**src/rtl/id_exe_stage_reg_pkg.sv**
```systemverilog
// Shared constants and types for the ID/EXE pipeline register: field widths,
// enable levels and execute-command encodings (NOP/reset value is all zeros).
package id_exe_stage_reg_pkg;

    localparam int unsigned EXECUTE_COMMAND_LEN = 4;
    localparam int unsigned REG_ADDR_LEN        = 4;
    localparam int unsigned SHIFT_OPERAND_LEN   = 12;
    localparam int unsigned SIGNED_IMM_LEN      = 24;
    localparam int unsigned PERF_CNT_LEN        = 16;

    localparam logic ENABLE  = 1'b1;
    localparam logic DISABLE = 1'b0;

    // Several ARM opcodes share an ALU command, so these stay plain constants.
    localparam logic [EXECUTE_COMMAND_LEN-1:0] EXE_NOP = 4'b0000;
    localparam logic [EXECUTE_COMMAND_LEN-1:0] EXE_MOV = 4'b0001;
    localparam logic [EXECUTE_COMMAND_LEN-1:0] EXE_MVN = 4'b1001;
    localparam logic [EXECUTE_COMMAND_LEN-1:0] EXE_ADD = 4'b0010;
    localparam logic [EXECUTE_COMMAND_LEN-1:0] EXE_ADC = 4'b0011;
    localparam logic [EXECUTE_COMMAND_LEN-1:0] EXE_SUB = 4'b0100;
    localparam logic [EXECUTE_COMMAND_LEN-1:0] EXE_SBC = 4'b0101;
    localparam logic [EXECUTE_COMMAND_LEN-1:0] EXE_AND = 4'b0110;
    localparam logic [EXECUTE_COMMAND_LEN-1:0] EXE_ORR = 4'b0111;
    localparam logic [EXECUTE_COMMAND_LEN-1:0] EXE_EOR = 4'b1000;

    typedef struct packed {
        logic wb_en;
        logic mem_r_en;
        logic mem_w_en;
        logic b;
        logic s;
        logic imm;
    } ctrl_bits_t;

    localparam ctrl_bits_t CTRL_NOP = '{
        wb_en: DISABLE, mem_r_en: DISABLE, mem_w_en: DISABLE,
        b: DISABLE, s: DISABLE, imm: DISABLE
    };

    // A bubble from ID must not write back, touch memory, branch or set flags.
    function automatic ctrl_bits_t gate_ctrl(input ctrl_bits_t c, input logic valid);
        return valid ? c : CTRL_NOP;
    endfunction

    function automatic logic [PERF_CNT_LEN-1:0] sat_inc(input logic [PERF_CNT_LEN-1:0] v);
        return (v == {PERF_CNT_LEN{1'b1}}) ? v : v + 1'b1;
    endfunction

endpackage

```
**src/rtl/id_exe_stage_reg_pipe_field_reg.sv**
```systemverilog
// One group of pipeline-register bits: clear on rst or flush, hold on freeze,
// otherwise load d. rst and flush are synchronous.
module id_exe_stage_reg_pipe_field_reg #(
    parameter int unsigned WIDTH = 1
) (
    input  logic             clk,
    input  logic             rst,
    input  logic             flush,
    input  logic             freeze,
    input  logic [WIDTH-1:0] d,
    output logic [WIDTH-1:0] q
);

    logic [WIDTH-1:0] q_q;

    always_ff @(posedge clk) begin
        if (rst || flush) begin
            q_q <= '0;
        end else if (!freeze) begin
            q_q <= d;
        end
    end

    assign q = q_q;

endmodule

```
**src/rtl/id_exe_stage_reg.sv**
```systemverilog
// ID/EXE pipeline register with freeze (stall), flush (bubble) and valid gating.
// Define ID_EXE_PERF_CNT_EN to add saturating stall_cnt/flush_cnt outputs.
module id_exe_stage_reg
    import id_exe_stage_reg_pkg::*;
#(
    parameter int unsigned DATA_WIDTH   = 32,
    parameter int unsigned EXE_CMD_LEN  = EXECUTE_COMMAND_LEN,
    parameter int unsigned REG_ADDR_LEN = id_exe_stage_reg_pkg::REG_ADDR_LEN
) (
    input  logic                      clk,
    input  logic                      rst,
    input  logic                      freeze,
    input  logic                      flush,
    input  logic                      valid_in,
    input  logic [DATA_WIDTH-1:0]     pc_in,
    input  logic                      wb_en_in,
    input  logic                      mem_r_en_in,
    input  logic                      mem_w_en_in,
    input  logic                      b_in,
    input  logic                      s_in,
    input  logic                      imm_in,
    input  logic [EXE_CMD_LEN-1:0]    exe_cmd_in,
    input  logic [DATA_WIDTH-1:0]     val_rn_in,
    input  logic [DATA_WIDTH-1:0]     val_rm_in,
    input  logic [11:0]               shift_operand_in,
    input  logic [23:0]               signed_imm_24_in,
    input  logic [REG_ADDR_LEN-1:0]   dest_in,
    input  logic [REG_ADDR_LEN-1:0]   src1_in,
    input  logic [REG_ADDR_LEN-1:0]   src2_in,
    input  logic                      carry_in,
    output logic [DATA_WIDTH-1:0]     pc_out,
    output logic                      wb_en_out,
    output logic                      mem_r_en_out,
    output logic                      mem_w_en_out,
    output logic                      b_out,
    output logic                      s_out,
    output logic                      imm_out,
    output logic [EXE_CMD_LEN-1:0]    exe_cmd_out,
    output logic [DATA_WIDTH-1:0]     val_rn_out,
    output logic [DATA_WIDTH-1:0]     val_rm_out,
    output logic [11:0]               shift_operand_out,
    output logic [23:0]               signed_imm_24_out,
    output logic [REG_ADDR_LEN-1:0]   dest_out,
    output logic [REG_ADDR_LEN-1:0]   src1_out,
    output logic [REG_ADDR_LEN-1:0]   src2_out,
    output logic                      carry_out,
`ifdef ID_EXE_PERF_CNT_EN
    output logic [PERF_CNT_LEN-1:0]   stall_cnt,
    output logic [PERF_CNT_LEN-1:0]   flush_cnt,
`endif
    output logic                      valid_out
);

    localparam int unsigned CTRL_W = 1 + $bits(ctrl_bits_t) + EXE_CMD_LEN;
    localparam int unsigned DATA_W = 3 * DATA_WIDTH + SHIFT_OPERAND_LEN + SIGNED_IMM_LEN + 1;
    localparam int unsigned ADDR_W = 3 * REG_ADDR_LEN;

    ctrl_bits_t ctrl_raw, ctrl_gated, ctrl_q;

    logic [CTRL_W-1:0] ctrl_grp_d, ctrl_grp_q;
    logic [DATA_W-1:0] data_grp_d, data_grp_q;
    logic [ADDR_W-1:0] addr_grp_d, addr_grp_q;

    always_comb begin
        ctrl_raw          = CTRL_NOP;
        ctrl_raw.wb_en    = wb_en_in;
        ctrl_raw.mem_r_en = mem_r_en_in;
        ctrl_raw.mem_w_en = mem_w_en_in;
        ctrl_raw.b        = b_in;
        ctrl_raw.s        = s_in;
        ctrl_raw.imm      = imm_in;
        ctrl_gated        = gate_ctrl(ctrl_raw, valid_in);
    end

    assign ctrl_grp_d = {valid_in, ctrl_gated, exe_cmd_in};
    assign data_grp_d = {pc_in, val_rn_in, val_rm_in, shift_operand_in,
                         signed_imm_24_in, carry_in};
    assign addr_grp_d = {dest_in, src1_in, src2_in};

    id_exe_stage_reg_pipe_field_reg #(
        .WIDTH (CTRL_W)
    ) u_ctrl_reg (
        .clk    (clk),
        .rst    (rst),
        .flush  (flush),
        .freeze (freeze),
        .d      (ctrl_grp_d),
        .q      (ctrl_grp_q)
    );

    id_exe_stage_reg_pipe_field_reg #(
        .WIDTH (DATA_W)
    ) u_data_reg (
        .clk    (clk),
        .rst    (rst),
        .flush  (flush),
        .freeze (freeze),
        .d      (data_grp_d),
        .q      (data_grp_q)
    );

    id_exe_stage_reg_pipe_field_reg #(
        .WIDTH (ADDR_W)
    ) u_addr_reg (
        .clk    (clk),
        .rst    (rst),
        .flush  (flush),
        .freeze (freeze),
        .d      (addr_grp_d),
        .q      (addr_grp_q)
    );

    assign {valid_out, ctrl_q, exe_cmd_out} = ctrl_grp_q;
    assign {pc_out, val_rn_out, val_rm_out, shift_operand_out,
            signed_imm_24_out, carry_out} = data_grp_q;
    assign {dest_out, src1_out, src2_out} = addr_grp_q;

    assign wb_en_out    = ctrl_q.wb_en;
    assign mem_r_en_out = ctrl_q.mem_r_en;
    assign mem_w_en_out = ctrl_q.mem_w_en;
    assign b_out        = ctrl_q.b;
    assign s_out        = ctrl_q.s;
    assign imm_out      = ctrl_q.imm;

`ifdef ID_EXE_PERF_CNT_EN
    logic [PERF_CNT_LEN-1:0] stall_cnt_q, stall_cnt_d;
    logic [PERF_CNT_LEN-1:0] flush_cnt_q, flush_cnt_d;

    // A flush that coincides with freeze is counted as a flush only.
    always_comb begin
        stall_cnt_d = stall_cnt_q;
        flush_cnt_d = flush_cnt_q;
        if (flush) begin
            flush_cnt_d = sat_inc(flush_cnt_q);
        end else if (freeze) begin
            stall_cnt_d = sat_inc(stall_cnt_q);
        end
    end

    always_ff @(posedge clk) begin
        if (rst) begin
            stall_cnt_q <= '0;
            flush_cnt_q <= '0;
        end else begin
            stall_cnt_q <= stall_cnt_d;
            flush_cnt_q <= flush_cnt_d;
        end
    end

    assign stall_cnt = stall_cnt_q;
    assign flush_cnt = flush_cnt_q;
`endif

endmodule

```
**config.mk**
```make
export PLATFORM = sky130hd
export DESIGN_NAME = id_exe_stage_reg
export DESIGN_NICKNAME = d
export VERILOG_FILES = /design/src/rtl/id_exe_stage_reg_pkg.sv /design/src/rtl/id_exe_stage_reg_pipe_field_reg.sv /design/src/rtl/id_exe_stage_reg.sv
export SDC_FILE = /design/constraint.sdc
export NUM_CORES = 1
export LEC_CHECK = 0
export BUFFER_PORTS_ARGS = -buffer_cell sky130_fd_sc_hd__buf_2
export CORE_MARGIN = 3
export CORE_UTILIZATION = 40
export CTS_BUF_LIST = sky130_fd_sc_hd__clkbuf_4 sky130_fd_sc_hd__clkbuf_8 sky130_fd_sc_hd__clkbuf_16
export DETAILED_ROUTE_END_ITERATION = 10
export GPL_TIMING_DRIVEN = 0
export PLACE_DENSITY = 0.86
export SETUP_SLACK_MARGIN = 0.02
export SYNTH_ARGS = -nofsm -noshare
export SYNTH_HDL_FRONTEND = slang
export SYNTH_SLANG_ARGS = --single-unit
```
**constraint.sdc**
```tcl
create_clock -name clk -period 0.8 [get_ports clk]
set_input_delay 0.04 -clock clk [delete_from_list [all_inputs] [get_ports clk]]
set_output_delay 0.04 -clock clk [all_outputs]
set_load 0.005 [all_outputs]
```
==> results.md, run 1 <==
- Data required, critical path: 1080 ps
- Post-layout util: 81.5%
- Fin crit share: 135%
- FF-to-FF setup slack: -280 ps
- Psw: 5.00 mW
- Final Setup Violations: 179
- Fill cell count: 638
- DP HPWL: 11.8 mm
- Arr. time, crit path: 1360 ps
- Post-Synth XOR/XNOR Area: 0%
- ANT nets after route: 0
- Max Slew Vio Count: 0
- Simple-Gate Fraction of Synth Area: 11.5%
- VDD IR max: 1.54 mV
- P_leak: 5.26 nW
- Syn Area/Cell: 10.9 sq um
- WL/cell: 22.0 um
- GRT Resource Usage Total: 28.6%
- Startpoint Class: flop
- Critical Path, Cell by Cell: mux2i_1, nor2_1
- Vias per cell: 5.17
- TritonCTS clock tree: yes
- First-pass GRT wire length: 33.5 mm
- Die ar.: 0.0153 sq mm
- MaxCap Viol Count: 0
- Internal power: 14.5 mW
- Share of layout cells above drive strength 1: 56.0%
- Slew HR: 55.4%
- Sw frac: 25.7%
- I/O Buffers: 314
- Status: finished with violations
- Unrepaired setup endpoints after global routing: yes
- Area delta synth->final: 96.5%
- Post-layout minimum cycle time: 1080 ps
- Total grt overflow: 0
- Register area: 0.00332 sq mm
- Violated checks: setup timing
- Synth cell types: 12
- Initial antenna violation count: 3
- Final hold viol count: 0
- Sequential Power Share: 42.5%
- Chip width: 124 um
- Initial Utilization: 41.5%
- Multi-input gate area: 0.00226 sq mm
- Clk buf depth: 2
- Kind of critical path: reg -> reg
- CTS buffer count: 17
- Residual DRC count: 0
- Synth warnings: 0
- WP buf/inv: 0
- Crit end category: flop
- Area share of fa/ha/maj cells after synthesis: 0%
- Slowest-stage cell, CP: mux2i_1
- Worst Hold Class: in -> reg
- Largest delay contributor family on the critical path: multiplexers
- H-tree lvl count: 4
- Clock network power share: 42.1%
- Fin nets: 1193
- FMAX: 0.924 GHz
- GP Congestion: 0.767
- Power Total: 19.5 mW
- First DRT Iteration DRCs: 486
- Compound-cell area share of the yosys netlist: 0.541%
- Slew @ Worst Pin: 669 ps
- IO Pins: 316
- Mux cell area share after synthesis: 27.0%
- Worst-Skew Late Latency: 410 ps
- Vias: 6337
- Comb pwr share: 15.4%
- Core Area: 0.0134 sq mm
- Pwr Density: 1780 mW/mm^2
- Clock Tree Root: clkbuf_16
- Main combinational cell family by area after synthesis: multiplexers
- Crit Path Max Fanout: 2
- Post-Route WL: 27.0 mm
- Sink Count: 156
- Clk slew on worst S/H paths: 80 ps
- #FFs+latches synth: 156
- Vias in the first global route: 6553
- Syn_nets: 670
- Final Skew: 0 ps
- Largest net degree at the start of global routing: 17
- Final WS setup: -282 ps
- Syn Inst Count: 510
- Mapped Area: 0.00556 sq mm
- Post-synthesis sequential area ratio: 56.2%
- Row count: 42
- DRT Pass-1 Iters: 7
- Chip height: 124 um
- TNS Setup: -15820 ps
- Crit-path max cell delay: 470 ps
-- tightest hold or removal path: cells and delay by family --
family                 cells  cell delay [ps]
AND/OR/NAND/NOR            1              120
buffers and inverters      2              300
AO/OA/AOI/OAI              1               60
-- sequential cells by signal, summed over array words and instances (netlist names) --
| name | cells |
|---|---|
| u_addr_reg.q | 12 |
| u_ctrl_reg.q | 11 |
| u_data_reg.q | 133 |
-- routing by layer --
| metal | global-route usage [%] | wire length (um) | vias up | part of all wire [%] |
|---|---|---|---|---|
| met3 | 8.95 | 2040 | 130 | 7.5 |
| met1 | 26.8 | 8920 | 3043 | 33 |
| met4 | 17.3 | 1760 | 0 | 6.5 |
| met5 | 0 | 0 | - | 0 |
| li1 | - | - | 2747 | - |
| met2 | 53.8 | 14200 | 417 | 53 |
-- timing repair --
item | CTS | global route
hold endpoints to repair | 156 | 0
pin swaps | 1 | 8
setup endpoints to repair | 256 | 171
hold buffers | 156 | 0
buffers inserted | 11 | 24
resized for setup | 211 | 110
-- cell usage after synthesis --
library cell	number	area [sq um]
dfxtp_1	156	3120
nor2_1	150	563
buf_2	22	110
or2_1	1	6.26
buf_6	1	11.3
nand2_1	6	22.5
mux2i_1	150	1500
nand3b_1	6	45.0
buf_8	8	120
a21oi_1	6	30.0
clkbuf_1	2	7.51
buf_4	2	15.0
-- power by group through the flow --
stage               combinational, mW  sequential (mW)  clock [mW]
global placement                 1.70             8.30           0
floorplan                       0.887             8.34           0
global route                     3.15             8.29        8.58
CTS                              2.48             8.21        8.14
detailed placement               1.74             8.31           0
finish                           3.01             8.28        8.20
-- final timing paths --
check                        start               end  cells past startpoint
setup reg to reg  u_data_reg.q[98]  u_data_reg.q[98]                      2
hold reg to reg    u_ctrl_reg.q[5]   u_ctrl_reg.q[5]                      2
setup / recovery  u_data_reg.q[98]  u_data_reg.q[98]                      2
hold / removal               flush   u_ctrl_reg.q[6]                      4
-- kinds of logic (layout without fill, tap and decap cells) --
family          count (synthesis)  in the layout
compound gates                  6              6
buf+inv                        35            571
other cells                     0              3
flops                         156            156
simple gates                  163            163
mux                           150            150
-- layout make-up --
class,count,area share (%)
sequential,156,30.4
tap,176,2.02
antenna,3,0.0688
buffer,35,2.54
multi-input combinational,319,20.7
clock buffer,17,3.90
clock inverter,15,1.50
timing repair buffer,504,38.8
-- metrics by stage --
step	hold slack, ps	area, sq um	std cells	setup WS, ps
6_report	155	10900	1225	-282
5_1_grt	174	10900	1225	-255
4_1_cts	96.0	10200	1199	-141
3_5_place_dp	277	7360	1000	-551
3_3_place_gp	266	7360	1000	-525
2_1_floorplan	184	5570	510	41.9
-- placed cells by master (no fill, tap or decap) --
cell           instances
a21oi_1                6
buf_12                 1
buf_2                207
buf_4                 25
buf_6                141
buf_8                  8
bufinv_16              2
clkbuf_1               1
clkbuf_16             17
clkinv_2               2
clkinv_4               3
clkinvlp_4             4
dfxtp_2              154
dfxtp_4                2
diode_2                3
dlygate4sd3_1        156
inv_6                  3
inv_8                  1
mux2i_1              137
mux2i_2                9
mux2i_4                4
nand2_1                6
nand3b_1               6
nor2_1               147
nor2_2                 3
or2_1                  1
(Power assumes the default switching activity.)
==> run 2, diff against run 1 <==
--- a/config.mk
+++ b/config.mk
@@ -11,8 +11,9 @@
 export CTS_BUF_LIST = sky130_fd_sc_hd__clkbuf_4 sky130_fd_sc_hd__clkbuf_8 sky130_fd_sc_hd__clkbuf_16
 export DETAILED_ROUTE_END_ITERATION = 10
 export GPL_TIMING_DRIVEN = 0
-export PLACE_DENSITY = 0.86
+export PLACE_DENSITY = 0.85
 export SETUP_SLACK_MARGIN = 0.02
 export SYNTH_ARGS = -nofsm -noshare
 export SYNTH_HDL_FRONTEND = slang
+export SYNTH_HIERARCHICAL = 1
 export SYNTH_SLANG_ARGS = --single-unit
==> results.md, run 2 <==
- Status: finished with violations
- Violated checks: setup timing
- Post-layout minimum cycle time: 949 ps
- Fraction of registers with async set/reset: 0%
- TritonCTS clock tree: yes
- ANT nets after route: 0
- Final Skew: 0 ps
- Arr. time, crit path: 910 ps
- VDD IR max: 1.29 mV
- Dominant cell type by area after synthesis: dfxtp_1
- Total grt overflow: 0
- Synth warnings: 6
- Max Slew Vio Count: 0
- DP HPWL: 11.7 mm
- P_leak: 5.35 nW
- Worst-Skew Late Latency: 410 ps
- Vias in the first global route: 6514
- Startpoint Class: flop
- Fin nets: 1197
- WL/cell: 22.4 um
- Largest delay contributor family on the critical path: flip-flops
- Vias per cell: 5.22
- Max reg flops: 133
- R2r startpoint: u_data_reg/q[112]
- Syn Inst Count: 511
- Final Setup Violations: 185
- Syn_nets: 671
- Crit-path max cell delay: 360 ps
- MaxCap Viol Count: 0
- Chip width: 124 um
- Worst hold slack: 34.7 ps
- Fin crit share: 119%
- First DRT Iteration DRCs: 454
- Power Total: 19.4 mW
- Post-synth EDFFs: 0
- WP buf/inv: 1
- FMAX: 1.05 GHz
- Hold Startpoint: flush
- Crit end category: primary output
- Post-Route WL: 27.5 mm
- Final hold viol count: 0
- IO Pins: 316
- First-pass GRT wire length: 36.1 mm
- Unrepaired setup endpoints after global routing: yes
- Worst Hold Class: in -> reg
- GRT Resource Usage Total: 29.2%
- Syn Area/Cell: 11.0 sq um
- Synth area leaders: dfxtp_1, mux2i_1, nor2_1
- Post-synthesis sequential area ratio: 55.6%
- Post-synth top cells: dfxtp_1, mux2i_1, nor2_1
- Critical Path, Cell by Cell: buf_2
- Die ar.: 0.0155 sq mm
- Sink Count: 156
- Slew @ Worst Pin: 596 ps
- Kind of critical path: reg -> out
- Data required, critical path: 760 ps
- Clock Tree Root: clkbuf_16
- Mapped Area: 0.00561 sq mm
- Slowest-stage cell, CP: dfxtp_2
- Pwr Density: 1770 mW/mm^2
- Commonest non-fill, non-tap cells in the layout: buf_2, dlygate4sd3_1, dfxtp_2, nor2_1, mux2i_1
- GP Congestion: 0.788
- Slew HR: 60.3%
- H-tree lvl count: 4
- Core Area: 0.0135 sq mm
- Vias: 6409
- Worst setup path start: u_data_reg/q[82]
- Initial Utilization: 41.6%
- DRT Pass-1 Iters: 5
- #FFs+latches synth: 156
- Synth cell types: 8
- Final WS setup: -149 ps
- Most common cell after layout, fill and taps aside: buf_2
- Fill cell count: 628
- Crit Path Max Fanout: 2
- Area delta synth->final: 94.4%
- Proportion of netlist area held by the largest area contributor: 55.6%
- Share of layout cells above drive strength 1: 55.4%
- Ys flop type: dfxtp_1
- Initial antenna violation count: 5
- Clk slew on worst S/H paths: 70 ps
- Residual DRC count: 0
- Row count: 42
- I/O Buffers: 315
- Clk buf depth: 2
- Chip height: 124 um
- CTS buffer count: 17
- Largest net degree at the start of global routing: 17
## run 2: worst reg2reg max path: cells and delay by family, from the launching register on
kind / cells / cell delay, ps
DFF: 1 / 330
muxes: 1 / 190
buffers and inverters: 1 / 120
and+or+nand+nor: 1 / 100
## run 2: kinds of logic after synthesis
logic type | after synthesis | synth area share (%)
buffers and inverters | 34 | 5.13
flip-flops | 156 | 55.6
AND/OR/NAND/NOR | 165 | 11.4
multiplexers | 156 | 27.8
## run 2: worst paths after layout
path                            end  slack (ps)  depth (start not counted)
setup reg to reg  u_data_reg/q[112]         -70                          3
hold / removal      u_addr_reg/q[9]          30                          3
setup / recovery     val_rn_out[13]        -150                          1
hold reg to reg     u_addr_reg/q[4]         490                          2
## run 2: what timing repair did
item | CTS | global route
setup endpoints to repair | 156 | 183
buffers inserted | 10 | 25
hold buffers | 160 | 0
endpoints found under the hold margin | 156 | 0
pin swaps | 0 | 20
gates resized for setup | 208 | 99
## run 2: metal layers
metal | up-vias | GRT usage (%) | share of wire (%)
met2 | 477 | 53.0 | 52
met5 | - | 0 | 0.066
met3 | 113 | 8.66 | 8.7
met1 | 3076 | 30.0 | 33
li1 | 2739 | - | -
met4 | 4 | 15.7 | 5.4
## run 2: where the power goes
part	internal, mW	total (mW)	switching (mW)
Combinational	1.78	3.04	1.26
Clock	4.77	8.04	3.28
Sequential	8.07	8.28	0.210
Total	14.6	19.4	4.74
## run 2: area by class of cell
| type | instances | area, sq um | area share [%] |
|---|---|---|---|
| well taps | 176 | 220 | 2.02 |
| plain buffers | 34 | 342 | 3.13 |
| repair buffers | 507 | 4140 | 38.0 |
| clock inverters | 10 | 116 | 1.07 |
| multi-input cells | 321 | 2300 | 21.1 |
| flip-flops and latches | 156 | 3320 | 30.4 |
| clock buffers | 21 | 462 | 4.23 |
| diodes | 3 | 7.51 | 0.0688 |
## run 2: per-stage QoR
step	worst slack [ps]	cells	area (sq um)	TNS [ps]	util (%)
finish	-149	1228	10900	-16130	80.8
global route	-182	1228	10900	-20190	80.8
CTS	-140	1203	10300	-17280	76.0
detailed placement	-382	1002	7460	-43310	55.2
global placement	-356	1002	7460	-40570	55.2
floorplan	27.2	511	5660	0	-
==> run 3, diff against run 2 <==
--- a/config.mk
+++ b/config.mk
@@ -6,12 +6,12 @@
 export NUM_CORES = 1
 export LEC_CHECK = 0
 export BUFFER_PORTS_ARGS = -buffer_cell sky130_fd_sc_hd__buf_2
-export CORE_MARGIN = 3
-export CORE_UTILIZATION = 40
+export CORE_AREA = 3 3 121 123
 export CTS_BUF_LIST = sky130_fd_sc_hd__clkbuf_4 sky130_fd_sc_hd__clkbuf_8 sky130_fd_sc_hd__clkbuf_16
 export DETAILED_ROUTE_END_ITERATION = 10
+export DIE_AREA = 0 0 124 126
 export GPL_TIMING_DRIVEN = 0
-export PLACE_DENSITY = 0.85
+export PLACE_DENSITY = 0.84
 export SETUP_SLACK_MARGIN = 0.02
 export SYNTH_ARGS = -nofsm -noshare
 export SYNTH_HDL_FRONTEND = slang
==> constraint.sdc (replaced) <==
create_clock -name clk -period 1 [get_ports clk]
set_input_delay 0.05 -clock clk [delete_from_list [all_inputs] [get_ports clk]]
set_output_delay 0.05 -clock clk [all_outputs]
set_load 0.005 [all_outputs]
==> results.md, run 3 (same netlist as run 2, synthesis figures left out) <==
- Status: completed
- Internal power: 12.1 mW
- First-pass GRT wire length: 31.5 mm
- FF-to-FF setup slack: 200 ps
- Layer with the highest usage: met2
- Commonest non-fill, non-tap cells in the layout: buf_2, dlygate4sd3_1, mux2i_1, nor2_1, dfxtp_1
- Crit-path max cell delay: 570 ps
- Worst-Skew Late Latency: 420 ps
- Row count: 43
- Core Area: 0.0138 sq mm
- Hold Startpoint: b_in
- Ant diodes: 0
- Sw frac: 22.7%
- Vias in the first global route: 6347
- Post-CTS setup buffers: 0
- Placed Cells: 1006
- Fin crit share: 98.6%
- Total grt overflow: 0
- Initial antenna violation count: 0
- I/O Buffers: 315
- DP HPWL: 12.0 mm
- Comb pwr share: 12.8%
- Final Non-Filler Cells: 1197
- Slew @ Worst Pin: 584 ps
- Data required, critical path: 1330 ps
- Share of layout cells above drive strength 1: 40.7%
- Worst Reg-to-Reg Cells: 2
- Final hold viol count: 0
- DRT Pass-1 Iters: 5
- Post-layout minimum cycle time: 986 ps
- MaxCap Viol Count: 0
- Chip height: 126 um
- VDD IR max: 1.13 mV
- Slew HR: 61.1%
- P_leak: 5.03 nW
- Worst Hold Class: in -> reg
- Sequential Power Share: 41.7%
- Largest delay contributor family on the critical path: buffers and inverters
- Kind of critical path: in -> reg
- GP Congestion: 0.788
- Slowest-stage cell, CP: dlygate4sd3_1
- Startpoint Class: input pin
- Residual DRC count: 0
- Crit Reg-Reg Endpoint: u_data_reg/q[110]
- ANT nets after route: 0
- Pwr Density: 1620 mW/mm^2
- First DRT Iteration DRCs: 249
- GR Util met1: 25.4%
- Chip width: 124 um
- Area delta synth->final: 73.1%
- Sink Count: 156
- Critical Path, Cell by Cell: buf_2, dlygate4sd3_1, or2_1, buf_6, nor2_1
- Power Total: 15.7 mW
- Die ar.: 0.0156 sq mm
- WL/cell: 17.7 um
- Hold path endpoint: u_ctrl_reg/q[6]
- Final Skew: 0 ps
- Most common cell after layout, fill and taps aside: buf_2
- Vias: 5805
- Post-Route WL: 21.2 mm
- Initial Utilization: 40.8%
- Psw: 3.56 mW
- Vias per cell: 4.85
- Clk slew on worst S/H paths: 60 ps
- M2 GR Usage: 46.2%
- Crit end category: flop
- Clock network power share: 45.5%
- Crit Path Max Fanout: 10
- CTS buffer count: 17
- Clk buf depth: 2
- FMAX: 1.01 GHz
- Clock Tree Root: clkbuf_16
- Max reg flops: 133
- Post-layout util: 70.6%
- TritonCTS clock tree: yes
- H-tree lvl count: 4
- Hold Crit Depth: 4
- Largest net degree at the start of global routing: 17
- Final Setup Violations: 0
- Arr. time, crit path: 1320 ps
- IO Pins: 316
- WP buf/inv: 3
- Max Slew Vio Count: 0
- GRT Resource Usage Total: 26.0%
- Fin nets: 1164
- GR Util met3: 9.21%
- R2r startpoint: u_data_reg/q[110]
==> run 3: cell type report <==
type	instances	area, sq um
Clock inverter	13	213
Tap cell	180	225
Clock buffer	19	447
Fill cell	889	4050
Sequential cell	156	3170
Timing Repair Buffer	474	3170
Buffer	34	290
Multi-Input combinational cell	321	2210
==> run 3: how the worst max path moves through the flow <==
stage | start | to | slack [ps] | cells past startpoint
global route | u_data_reg/q[52] | val_rm_out[15] | -20 | 1
detailed placement | freeze | u_data_reg/q[56] | -320 | 5
floorplan | freeze | u_data_reg/q[100] | 170 | 5
finish | flush | u_ctrl_reg/q[4] | 10 | 5
global placement | freeze | u_data_reg/q[52] | -290 | 5
CTS | u_data_reg/q[1] | signed_imm_24_out[0] | 30 | 1
==> run 3: metrics by stage <==
| stage | instance area (sq um) | TNS [ps] | worst slack, ps | hold slack, ps |
|---|---|---|---|---|
| floorplan | 5610 | 0 | 167 | 194 |
| global placement | 7420 | -33310 | -292 | 276 |
| detailed placement | 7420 | -34310 | -324 | 286 |
| CTS | 9670 | 0 | 29.2 | 2.48 |
| global route | 9720 | -29.1 | -15.5 | 40.2 |
| finish | 9720 | 0 | 13.8 | 34.1 |
==> run 3: tightest hold or removal path, cell delays in order <==
cell and delay [ps]:
buf_2 80, and2_1 110, mux2i_1 70, nor2_1 100
==> run 3: per-layer routing <==
metal | vias up | part of all wire (%)
met3 | 91 | 8.3
met5 | - | 0
met4 | 0 | 4.9
met2 | 321 | 51
li1 | 2678 | -
met1 | 2715 | 35
==> run 3: repair_timing <==
item,4_1_cts,5_1_grt
gates resized for setup,2,39
setup endpoints to repair,2,46
pin swaps,0,1
hold endpoints to repair,155,0
hold buffers,159,0
==> run 3: power groups by stage <==
stage | registers, mW | clock network [mW] | logic (mW)
3_3_place_gp | 6.64 | 0 | 1.38
6_report | 6.54 | 7.15 | 2.01
3_5_place_dp | 6.65 | 0 | 1.42
4_1_cts | 6.52 | 7.24 | 1.92
2_1_floorplan | 6.67 | 0 | 0.723
5_1_grt | 6.56 | 7.56 | 2.15
